==> config.mk <==
export PLATFORM = sky130hd
export DESIGN_NAME = seq_detector_param
export DESIGN_NICKNAME = d
export VERILOG_FILES = /design/src/rtl/seq_detector_param.sv
export SDC_FILE = /design/constraint.sdc
export NUM_CORES = 1
export LEC_CHECK = 0
export BUFFER_PORTS_ARGS = -buffer_cell sky130_fd_sc_hd__buf_2
export CAP_MARGIN = 20
export CORE_AREA = 2 2 39 41
export CTS_CLUSTER_DIAMETER = 30
export DETAILED_ROUTE_END_ITERATION = 6
export DIE_AREA = 0 0 41 43
export PLACE_DENSITY = 0.69
export SYNTH_ARGS = -nofsm -noshare
export SYNTH_HDL_FRONTEND = slang
export SYNTH_SLANG_ARGS = --single-unit
==> constraint.sdc <==
create_clock -name clk -period 3.9 [get_ports clk]
set_input_delay 0.195 -clock clk [delete_from_list [all_inputs] [get_ports clk]]
set_output_delay 0.195 -clock clk [all_outputs]
set_load 0.05 [all_outputs]
==> src/rtl/seq_detector_param.sv <==
// seq_detector_param: runtime-loadable serial pattern detector with Mealy match pulse; SEQ_DET_MATCH_CNT_EN adds a saturating match counter
module seq_detector_param #(
  parameter int                   PAT_LEN     = 4,
  parameter logic [PAT_LEN-1:0]   RST_PATTERN = 4'b1010,
  parameter int                   CNT_W       = 8
) (
  input  logic               clk,
  input  logic               rst,
  input  logic               din,
  input  logic               din_valid,
  input  logic               overlap,
  input  logic               pat_load,
  input  logic [PAT_LEN-1:0] pat_in,
  output logic               dout,
  output logic               busy
`ifdef SEQ_DET_MATCH_CNT_EN
  ,output logic [CNT_W-1:0]  match_cnt
`endif
);
  localparam int FW = $clog2(PAT_LEN);
  localparam logic [FW-1:0] ARMED = FW'(PAT_LEN - 1);
  if (PAT_LEN < 2 || PAT_LEN > 32 || CNT_W < 1) begin : g_bad_param
    $error("seq_detector_param: PAT_LEN must be 2..32 and CNT_W >= 1");
  end
  logic [PAT_LEN-2:0] hist_q, hist_d;
  logic [FW-1:0]      fill_q, fill_d;
  logic [PAT_LEN-1:0] pat_q, pat_d, cand;
  logic               busy_q, hit, flush;
  assign cand  = {hist_q, din};
  assign hit   = din_valid & ~pat_load & (fill_q == ARMED) & (cand == pat_q);
  assign flush = pat_load | (hit & ~overlap);
  // state register: history, fill level (the FSM state), pattern and busy flag
  always_ff @(posedge clk or posedge rst) begin
    if (rst) begin
      hist_q <= '0;
      fill_q <= '0;
      pat_q  <= RST_PATTERN;
      busy_q <= 1'b0;
    end else begin
      hist_q <= hist_d;
      fill_q <= fill_d;
      pat_q  <= pat_d;
      busy_q <= fill_d != '0;
    end
  end
  // next state: load/non-overlap match restart, valid bits shift in and fill saturates at armed
  always_comb begin
    pat_d  = pat_load ? pat_in : pat_q;
    hist_d = flush ? '0 : din_valid ? cand[PAT_LEN-2:0] : hist_q;
    fill_d = flush ? '0 : !din_valid ? fill_q : (fill_q == ARMED) ? ARMED : fill_q + 1'b1;
  end
  // outputs: zero-latency Mealy match and registered busy
  always_comb begin
    dout = hit;
    busy = busy_q;
  end
`ifdef SEQ_DET_MATCH_CNT_EN
  logic [CNT_W-1:0] cnt_q, cnt_d;
  // match counter: cleared by a pattern load, saturates at all-ones
  always_ff @(posedge clk or posedge rst) begin
    if (rst) cnt_q <= '0;
    else     cnt_q <= cnt_d;
  end
  // counter next value
  always_comb cnt_d = pat_load ? '0 : (hit && !(&cnt_q)) ? cnt_q + 1'b1 : cnt_q;
  assign match_cnt = cnt_q;
`endif
endmodule

==> results of run 1 <==
metal layers:
layer | track usage (%) | wire (um) | up-vias
li1 | - | - | 168
met1 | 14.86 | 339 | 168
met2 | 16.56 | 384 | 9
met3 | 3.141 | 35 | 2
met4 | 12.00 | 19 | 0
met5 | 0 | 0 | -
repair_timing:
item	in CTS	in global routing
hold buffers	1	0
setup buffers	0	0
endpoints found under the setup margin	0	0
hold endpoints to repair	8	0
through the flow:
stage	power (mW)	instance area (um2)
finish	0.2270	611.8
global route	0.2401	611.8
CTS	0.2311	611.8
detailed placement	0.1558	575.6
global placement	0.1552	575.6
floorplan	0.1473	515.5
state kept, by name, summed over array words and instances (netlist names):
| register | cells |
|---|---|
| hist_q | 3 |
| fill_q | 2 |
| pat_q | 4 |
| busy | 1 |
area by class of cell:
class,instances,area share [%]
clock buffers,4,4.294
inverters,1,0.6135
multi-input cells,26,39.88
flip-flops and latches,10,41.31
well taps,16,3.272
repair buffers,12,10.63
critical path: stages (launching register included):
cell and delay (ps):
dfstp_2 550, xor2_2 80, nor4_4 430, nor2b_1 180, buf_2 270
final timing paths:
path	startpoint	endpoint	slack, ps	cells past startpoint
hold reg to reg	pat_q[2]$_DFFE_PP0P_	pat_q[2]$_DFFE_PP0P_	530	1
min in group asynchronous	rst	pat_q[2]$_DFFE_PP0P_	440	3
setup / recovery	pat_q[1]$_DFFE_PP1P_	dout	1950	4
hold / removal	pat_in[2]	pat_q[2]$_DFFE_PP0P_	160	2
max in group asynchronous	rst	pat_q[1]$_DFFE_PP1P_	3140	3
setup reg to reg	pat_q[1]$_DFFE_PP1P_	hist_q[0]$_DFFE_PP0P_	2570	3
cells by family (layout without fill, tap and decap cells):
kind of cell / Yosys count / after routing / synth area share (%)
AO/OA/AOI/OAI: 9 / 9 / 12.14
XOR/XNOR: 4 / 4 / 8.254
buffers and inverters: 3 / 17 / 3.639
flip-flops: 10 / 10 / 49.03
multiplexers: 7 / 7 / 14.56
AND/OR/NAND/NOR: 6 / 6 / 12.38
Yosys cell counts (2+ instances only):
master    count
a21oi_1       2
dfrtp_1       8
mux2_2        4
mux2i_1       3
a211oi_1      5
xor2_1        3
dfstp_2       2
power breakdown:
group	internal (mW)	total, mW	switching [mW]
clock network	0.0395	0.0730	0.0336
logic	0.0157	0.0344	0.0187
registers	0.113	0.120	0.00665
total	0.168	0.227	0.0589
==> metrics.txt, run 1 <==
number of enable flip-flop cells after synthesis=0; Routability Congestion=0.6846; Worst slew margin=73.98%; synthesized cell area=515.5 um2; Register Area=roughly 250 um2; vias=347; Mapped Cells=39; clk_lat worst skew=270 ps; final period demand of the worst path=1952 ps; DR WL/cell=11.29 um; clk_skew=7.120 ps; Multi-input gate area=about 240 um2; DRT Pass-1 Iters=4; grt total ovfl=0; Layout fillers=140; Seq/Total Area, Yosys=49.03%; Peak Freq=0.5123 GHz; DPL Wire Length=579.7 um; Post-Syn Nets=49; Synth cell types=19; H-tree levels=1; gr usage total=12.33%; status=complete, no violations; final setup TNS=0 ps; synth top area cells=dfrtp_1 39%, dfstp_2 10%, mux2_2 8.7%; Remaining DRCs=0; die width=41 um; Row Count=14; critical path type=reg -> out; IO Count=12; fin cells=69; max_cap viols=0; most frequent cells in the layout=11 x buf_2, 8 x dfrtp_1, 5 x a211oi_1; IO buf count=11; dpl ws=2223 ps; Worst Hold Class=in -> reg; antenna violations before repair=0; Peak supply drop=0.1308 mV; worst slew pin tran=387.3 ps; Worst Setup Slack, final=~1900 ps; Worst EP arrival=1760 ps; Synth async-reset ratio=100.0%; Mean Syn Cell Area=13.22 um2; Slew Limit Fails=0; Util after Layout=between 40% and 50%; CP endpoint kind=output pin; Starting Density=37.25%; # diodes=0; Routed WL=779 um; DR iter-0 viols=2; Worst Path Max Fanout=7; total CTS buffers=3; fin crit share=50.05%; RSZ-0062 raised after global routing=false; post-CTS resize count=0; Pwr Density=371.0 mW/mm2; top-area cell type share of the netlist area=38.83%; synth warn=0; CTS max path bufs=2; Synth Flop Type=dfrtp_1; Final ANT Viol Nets=0; vias in the first global route=342; Worst setup SP type=flip-flop; core area=0.001384 mm2; CP required=3700 ps; synthesis-stage register bit count=10; NumNets Final=64; Die Ht=43 um; first-pass GRT wire length=1393 um; Total Die Area=~0.0018 mm2; final hold violations=0; Fin Hold WS=155.8 ps; final setup violation count=0; placed instance count=between 60 and 70; Synth area leader=dfrtp_1; commonest non-fill, non-tap cell in the layout=buf_2; post-DR vias/cell=5.029; clock sinks=10; clock-pin slew on the worst setup and hold paths=60 ps; leak pwr=0.2859 nW; Root Buffer=clkbuf_4; area delta synth->final=18.69%; share of cells above drive strength 1=a little under half; CTS tree=yes; largest net degree at the start of global routing=12
(Power assumes the default switching activity.)
==> inputs of run 2 (changes only) <==
==> constraint.sdc (replaced) <==
create_clock -name clk -period 1.8 [get_ports clk]
set_input_delay 0.09 -clock clk [delete_from_list [all_inputs] [get_ports clk]]
set_output_delay 0.09 -clock clk [all_outputs]
set_load 0.05 [all_outputs]
==> metrics.txt, run 2 (synthesized netlist as in run 1, its figures left out) <==
share of cells above drive strength 1=50.00% (was 45.28%); Final ANT Viol Nets=0 (unchanged); DR iter-0 viols=7 (was 2); Sw Share=25.63% (was 25.95%); worst slew pin tran=460.8 ps (was 387.3 ps); Worst setup SP type=flip-flop (unchanged); Cell Int Power=401.6 uW (was 168.1 uW); Largest Register=pat_q (unchanged); first-pass GRT wire length=1552 um (was 1393 um); final setup violation count=0 (unchanged); area delta synth->final=22.57% (was 18.69%); most frequent cells in the layout=11 x buf_2, 8 x dfrtp_1, 5 x a211oi_1 (unchanged); Row Count=14 (unchanged); leak pwr=0.2973 nW (was 0.2859 nW); Worst EP arrival=1600 ps (was 1760 ps); Top Registers=pat_q x4, hist_q x3, fill_q x2 (unchanged); Combinational Power Share=14.2% (was 15.1%); gr usage total=13.92% (was 12.33%); RSZ-0062 raised after global routing=false (unchanged); clk_lat worst skew=270 ps (about the same); vias in the first global route=353 (was 342); Remaining DRCs=0 (unchanged); max reg flops=4 (unchanged); Pwr Density=854.5 mW/mm2 (was 371.0 mW/mm2); DRT Pass-1 Iters=4 (unchanged); grt total ovfl=0 (unchanged); Peak supply drop=0.2808 mV (was 0.1308 mV); Routability Congestion=0.6604 (was 0.6846); Flop pwr share=48.2% (was 52.7%); Total Die Area=0.001763 mm2 (unchanged); CTS max path bufs=2 (unchanged); Routed WL=934 um (was 779 um); CP endpoint kind=output pin (unchanged); Slew Limit Fails=0 (unchanged); max_cap viols=0 (unchanged); CTS tree=yes (unchanged); placed instance count=65 (was 64); commonest non-fill, non-tap cell in the layout=buf_2 (unchanged); Worst path max stage delay=560 ps (was 550 ps); fin crit share=a little over nine tenths; # diodes=0 (unchanged); DPL Wire Length=674.4 um (was 579.7 um); DR WL/cell=13.34 um (was 11.29 um); Worst Path Max Fanout=2 (was 7); clock sinks=10 (unchanged); final hold violations=0 (unchanged); clock-pin slew on the worst setup and hold paths=70 ps (was 60 ps); H-tree levels=1 (unchanged); CP required=1710 ps (was 3700 ps); final setup TNS=0 ps (unchanged); critical path's slowest cell=dfstp_2 (unchanged); Starting Density=37.25% (unchanged); Clk pwr share=37.6% (was 32.2%); Worst Hold Class=in -> reg (unchanged); switching power summed over all nets=138.4 uW (was 58.89 uW); largest net degree at the start of global routing=12 (unchanged); total CTS buffers=3 (unchanged); Crit path buffers/inverters=1 (unchanged); Peak Freq=0.5910 GHz; Root Buffer=clkbuf_4 (unchanged); crit-path cells=xor2_2 -> nor4_4 -> nor2b_2 -> buf_2 (was xor2_2 -> nor4_4 -> nor2b_1 -> buf_2); fin cells=70 (was 69); core area=0.001384 mm2 (unchanged); post-CTS setup buffers=0 (unchanged); die width=41 um (unchanged); Die Ht=43 um (unchanged); Worst slew margin=69.17% (was 73.98%); antenna violations before repair=0 (unchanged); IO buf count=11 (unchanged); Util after Layout=45.66% (was 44.21%); Fin Hold WS=49.88 ps (was 155.8 ps); status=complete, no violations (unchanged); vias=359 (was 347); final total power=539.9 uW (was 227.0 uW); clk_skew=0.5948 ps (was 7.120 ps); final period demand of the worst path=approximately 1700 ps; NumNets Final=65 (was 64); post-CTS resize count=0 (unchanged); IO Count=12 (unchanged); Crit path max-delay family=flip-flops (was simple AND/OR/NAND/NOR gates); critical path type=reg -> out (unchanged); post-DR vias/cell=5.129 (was 5.029)
==> run 2: cell types whose count changed in the layout (fill, tap and decap cells not counted), sizes merged <==
cell  before  now
buf       11   12
==> run 2: cell type report <==
class                           count  area, um2
Tap cell                           16      20.02
Clock buffer                        4      36.28
Timing Repair Buffer               13      72.57
Fill cell                         138      752.0
Inverter                            1      3.754
Sequential cell                    10      252.7
Multi-Input combinational cell     26      246.5
==> run 2: routing by layer <==
layer / global-route usage [%] / vias up / share of wire [%]
met3: 3.141 / 2 / 3.3
met4: 12.00 / 0 / 2.7
met5: 0 / - / 0
met2: 19.38 / 12 / 53
li1: - / 171 / -
met1: 17.06 / 174 / 41
==> run 2: power groups by stage <==
| stage | Combinational [mW] | Clock [mW] | Sequential [mW] |
|---|---|---|---|
| 6_report | 0.0767 | 0.203 | 0.260 |
| 5_1_grt | 0.0844 | 0.223 | 0.262 |
| 4_1_cts | 0.0776 | 0.213 | 0.261 |
| 3_5_place_dp | 0.0757 | 0 | 0.265 |
| 3_3_place_gp | 0.0743 | 0 | 0.264 |
| 2_1_floorplan | 0.0524 | 0 | 0.267 |
==> run 2: stage by stage <==
stage	instance area, um2	setup slack [ps]
floorplan	518.0	190.6
global placement	585.6	397.3
detailed placement	585.6	393.4
CTS	631.9	89.11
global route	631.9	8.154
finish	631.9	108.1
==> run 2: repair_timing <==
| action | in CTS | in global routing |
|---|---|---|
| endpoints found under the hold margin | 8 | 0 |
| hold buffers | 1 | 0 |
| endpoints found under the setup margin | 0 | 0 |
==> run 2: path summary, 6_finish.rpt <==
kind	startpoint	depth (start not counted)	to	slack, ps
max	pat_q[1]$_DFFE_PP1P_	4	dout	110
min	pat_in[2]	2	pat_q[2]$_DFFE_PP0P_	50
min in group asynchronous	rst	3	hist_q[0]$_DFFE_PP0P_	340
max in group asynchronous	rst	3	pat_q[3]$_DFFE_PP1P_	1150
min reg2reg	pat_q[2]$_DFFE_PP0P_	1	pat_q[2]$_DFFE_PP0P_	530
max reg2reg	pat_q[3]$_DFFE_PP1P_	4	hist_q[0]$_DFFE_PP0P_	450
==> inputs of run 3 (changes only) <==
--- a/config.mk
+++ b/config.mk
@@ -5,13 +5,14 @@
 export SDC_FILE = /design/constraint.sdc
 export NUM_CORES = 1
 export LEC_CHECK = 0
+export ABC_AREA = 1
 export BUFFER_PORTS_ARGS = -buffer_cell sky130_fd_sc_hd__buf_2
 export CAP_MARGIN = 20
 export CORE_AREA = 2 2 39 41
 export CTS_CLUSTER_DIAMETER = 30
 export DETAILED_ROUTE_END_ITERATION = 6
 export DIE_AREA = 0 0 41 43
-export PLACE_DENSITY = 0.69
+export PLACE_DENSITY = 0.7
 export SYNTH_ARGS = -nofsm -noshare
 export SYNTH_HDL_FRONTEND = slang
 export SYNTH_SLANG_ARGS = --single-unit
==> constraint.sdc (replaced) <==
create_clock -name clk -period 1.6 [get_ports clk]
set_input_delay 0.08 -clock clk [delete_from_list [all_inputs] [get_ports clk]]
set_output_delay 0.08 -clock clk [all_outputs]
set_load 0.05 [all_outputs]
==> metrics.txt, run 3 <==
status=complete, no violations (unchanged); post-CTS setup buffers=0 (unchanged); Clk pwr share=32.6% (was 37.6%); DPL Wire Length=681.1 um (was 674.4 um); Combinational Power Share=16.2% (was 14.2%); Final ANT Viol Nets=0 (unchanged); CTS max path bufs=2 (unchanged); count leader, synth=nand2_1 (was dfrtp_1); synth warn=0 (unchanged); Peak Freq=0.6736 GHz; largest net degree at the start of global routing=11 (was 12); final period demand of the worst path=1484 ps; Met3 Wirelength=36 um (was 31 um); most frequent cells in the layout=19 x nand2_1, 15 x inv_1, 10 x buf_2 (was 11 x buf_2, 8 x dfrtp_1, 5 x a211oi_1); Worst Path Max Fanout=2 (unchanged); max reg flops=4 (unchanged); CTS tree=yes (unchanged); DRT Pass-1 Iters=3 (was 4); Die Ht=43 um (unchanged); fin crit share=92.78%; Synth cell types=13 (was 19); Pwr Density=873.2 mW/mm2 (was 854.5 mW/mm2); clk_lat worst skew=270 ps (about the same); max layer used=met4 (unchanged); antenna violations before repair=0 (unchanged); clock-pin slew on the worst setup and hold paths=60 ps (was 70 ps); Top Registers=pat_q x4, hist_q x3, fill_q x2 (unchanged); Remaining DRCs=0 (unchanged); Routed WL=886 um (was 934 um); Slew Limit Fails=0 (unchanged); synthesis-stage register bit count=10 (unchanged); Multi-input gate area=206.4 um2 (was 246.5 um2); NumNets Final=94 (was 65); # diodes=0 (unchanged); synth cell count leaders=19 x nand2_1, 15 x inv_1, 8 x dfrtp_1, 8 x nor2_1, 6 x o21ai_0 (was 8 x dfrtp_1, 5 x a211oi_1, 4 x mux2_2); share of cells above drive strength 1=25.30% (was 50.00%); leak pwr=0.3695 nW (was 0.2973 nW); number of enable flip-flop cells after synthesis=0 (unchanged); final setup violation count=0 (unchanged); grt total ovfl=0 (unchanged); Worst setup SP type=flip-flop (unchanged); Flop pwr share=51.2% (was 48.2%); Post-DP Area=588.1 um2 (was 585.6 um2); max_cap viols=0 (unchanged); Peak supply drop=0.3885 mV (was 0.2808 mV); switching power summed over all nets=151.3 uW (was 138.4 uW); Post-Syn Nets=79 (was 49); Synth area leader=dfrtp_1 (unchanged); Worst slew margin=74.52% (was 69.17%); worst slew pin tran=381.7 ps (was 460.8 ps); vias=436 (was 359); clock sinks=10 (unchanged); H-tree levels=1 (unchanged); Starting Density=38.70% (was 37.25%); DRT met1 WL=412 um (was 380 um); fin cells=99 (was 70); CP endpoint kind=output pin (unchanged); vias in the first global route=412 (was 353); Synth Flop Type=dfrtp_1 (unchanged); synthesized cell area=535.5 um2 (was 515.5 um2); Row Count=14 (unchanged); RSZ-0062 raised after global routing=false (unchanged); area delta synth->final=18.22% (was 22.57%); commonest non-fill, non-tap cell in the layout=nand2_1 (was buf_2); final setup TNS=0 ps (unchanged); Routability Congestion=0.6968 (was 0.6604); IO buf count=11 (unchanged); Cell Int Power=401.5 uW (was 401.6 uW); placed instance count=94 (was 65); Synth async-reset ratio=100.0% (unchanged); first-pass GRT wire length=1573 um (was 1552 um); final instance area=633.1 um2 (was 631.9 um2); DR iter-0 viols=12 (was 7); met2 routed WL=396 um (was 497 um); top-area cell type share of the netlist area=37.38% (was 38.83%); Worst Setup Slack, final=115.5 ps (was 108.1 ps); synth top area cells=dfrtp_1 37%, nand2_1 13%, inv_1 11% (was dfrtp_1 39%, dfstp_2 10%, mux2_2 8.7%); Seq/Total Area, Yosys=47.20% (was 49.03%); Layout fillers=145 (was 138); Sw Share=27.38% (was 25.63%); Mapped Cells=69 (was 39); Root Buffer=clkbuf_4 (unchanged); final hold violations=0 (unchanged); Worst Hold Class=in -> reg (unchanged); Register Area=252.7 um2 (unchanged); clk_skew=4.146 ps (was 0.5948 ps); Total Die Area=0.001763 mm2 (unchanged); dpl ws=287.5 ps (was 393.4 ps); core area=0.001384 mm2 (unchanged); Largest Register=pat_q (unchanged); Worst EP arrival=1400 ps (was 1600 ps); die width=41 um (unchanged); gr usage total=13.44% (was 13.92%); CP required=1520 ps (was 1710 ps); Mean Syn Cell Area=7.761 um2 (was 13.22 um2); DR WL/cell=8.949 um (was 13.34 um); total CTS buffers=3 (unchanged); post-DR vias/cell=4.404 (was 5.129); IO Count=12 (unchanged); critical path type=reg -> out (unchanged)
-- run 3: changes by cell type in the layout (fill, tap and decap cells not counted), sizes merged, moves of 4 or more --
| cell | before | now |
|---|---|---|
| nand2 | 1 | 20 |
| mux2 | 4 | 0 |
| inv | 1 | 15 |
| a211oi | 5 | 0 |
| xor2 | 4 | 0 |
| nor2 | 1 | 8 |
| o21ai | 1 | 6 |
-- run 3: logic make-up after synthesis --
group	after synthesis	synth area share, %
compound gates	9	8.411
buf+inv	17	14.72
flops	10	47.20
simple gates	33	29.67
-- run 3: critical path: stages, from the launching register on --
cell     delay (ps)
dfstp_2         530
inv_1            40
nand2_1          50
nand2_1          60
nor2_2          120
and3_2          190
buf_6           150
-- run 3: stage by stage --
stage	total power [mW]	hold slack [ps]	utilization, %
after floorplan	0.3541	-81.25	-
after global placement	0.3727	63.79	42.50
after detailed placement	0.3746	71.74	42.50
after CTS	0.5564	11.75	45.30
after global routing	0.5843	34.43	45.75
final	0.5528	11.46	45.75
-- run 3: layout make-up --
class	instances	area share, %
clock buffer	4	4.150
multi-input combinational	42	32.61
inverter	15	8.893
sequential	10	39.92
timing repair buffer	12	11.26
tap	16	3.162
-- run 3: worst paths after layout --
kind | from | to | slack, ps | depth (start not counted)
min in group asynchronous | rst | fill_q[0]$_DFF_PP0_ | 340 | 3
hold / removal | pat_in[0] | pat_q[0]$_DFFE_PP0P_ | 10 | 3
setup reg to reg | pat_q[1]$_DFFE_PP1P_ | hist_q[1]$_DFFE_PP0P_ | 380 | 7
max in group asynchronous | rst | pat_q[3]$_DFFE_PP1P_ | 950 | 3
hold reg to reg | pat_q[1]$_DFFE_PP1P_ | pat_q[1]$_DFFE_PP1P_ | 500 | 2
setup / recovery | pat_q[1]$_DFFE_PP1P_ | dout | 120 | 6
-- run 3: repair_timing --
action,CTS,global route
gates resized for setup,1,2
setup endpoints to repair,1,1
hold endpoints to repair,8,0
cloned,0,0
hold buffers,1,0
-- run 3: metal layers --
metal	GRT usage (%)	up-vias
met5	0	-
met4	12.00	0
met3	1.571	5
met2	19.38	11
met1	16.50	184
li1	-	236
-- run 3: power by group through the flow --
stage / clock network, mW / logic (mW) / registers, mW
floorplan: 0 / 0.0579 / 0.296
global placement: 0 / 0.0859 / 0.287
detailed placement: 0 / 0.0870 / 0.288
CTS: 0.184 / 0.0891 / 0.283
global route: 0.196 / 0.104 / 0.284
finish: 0.180 / 0.0896 / 0.283
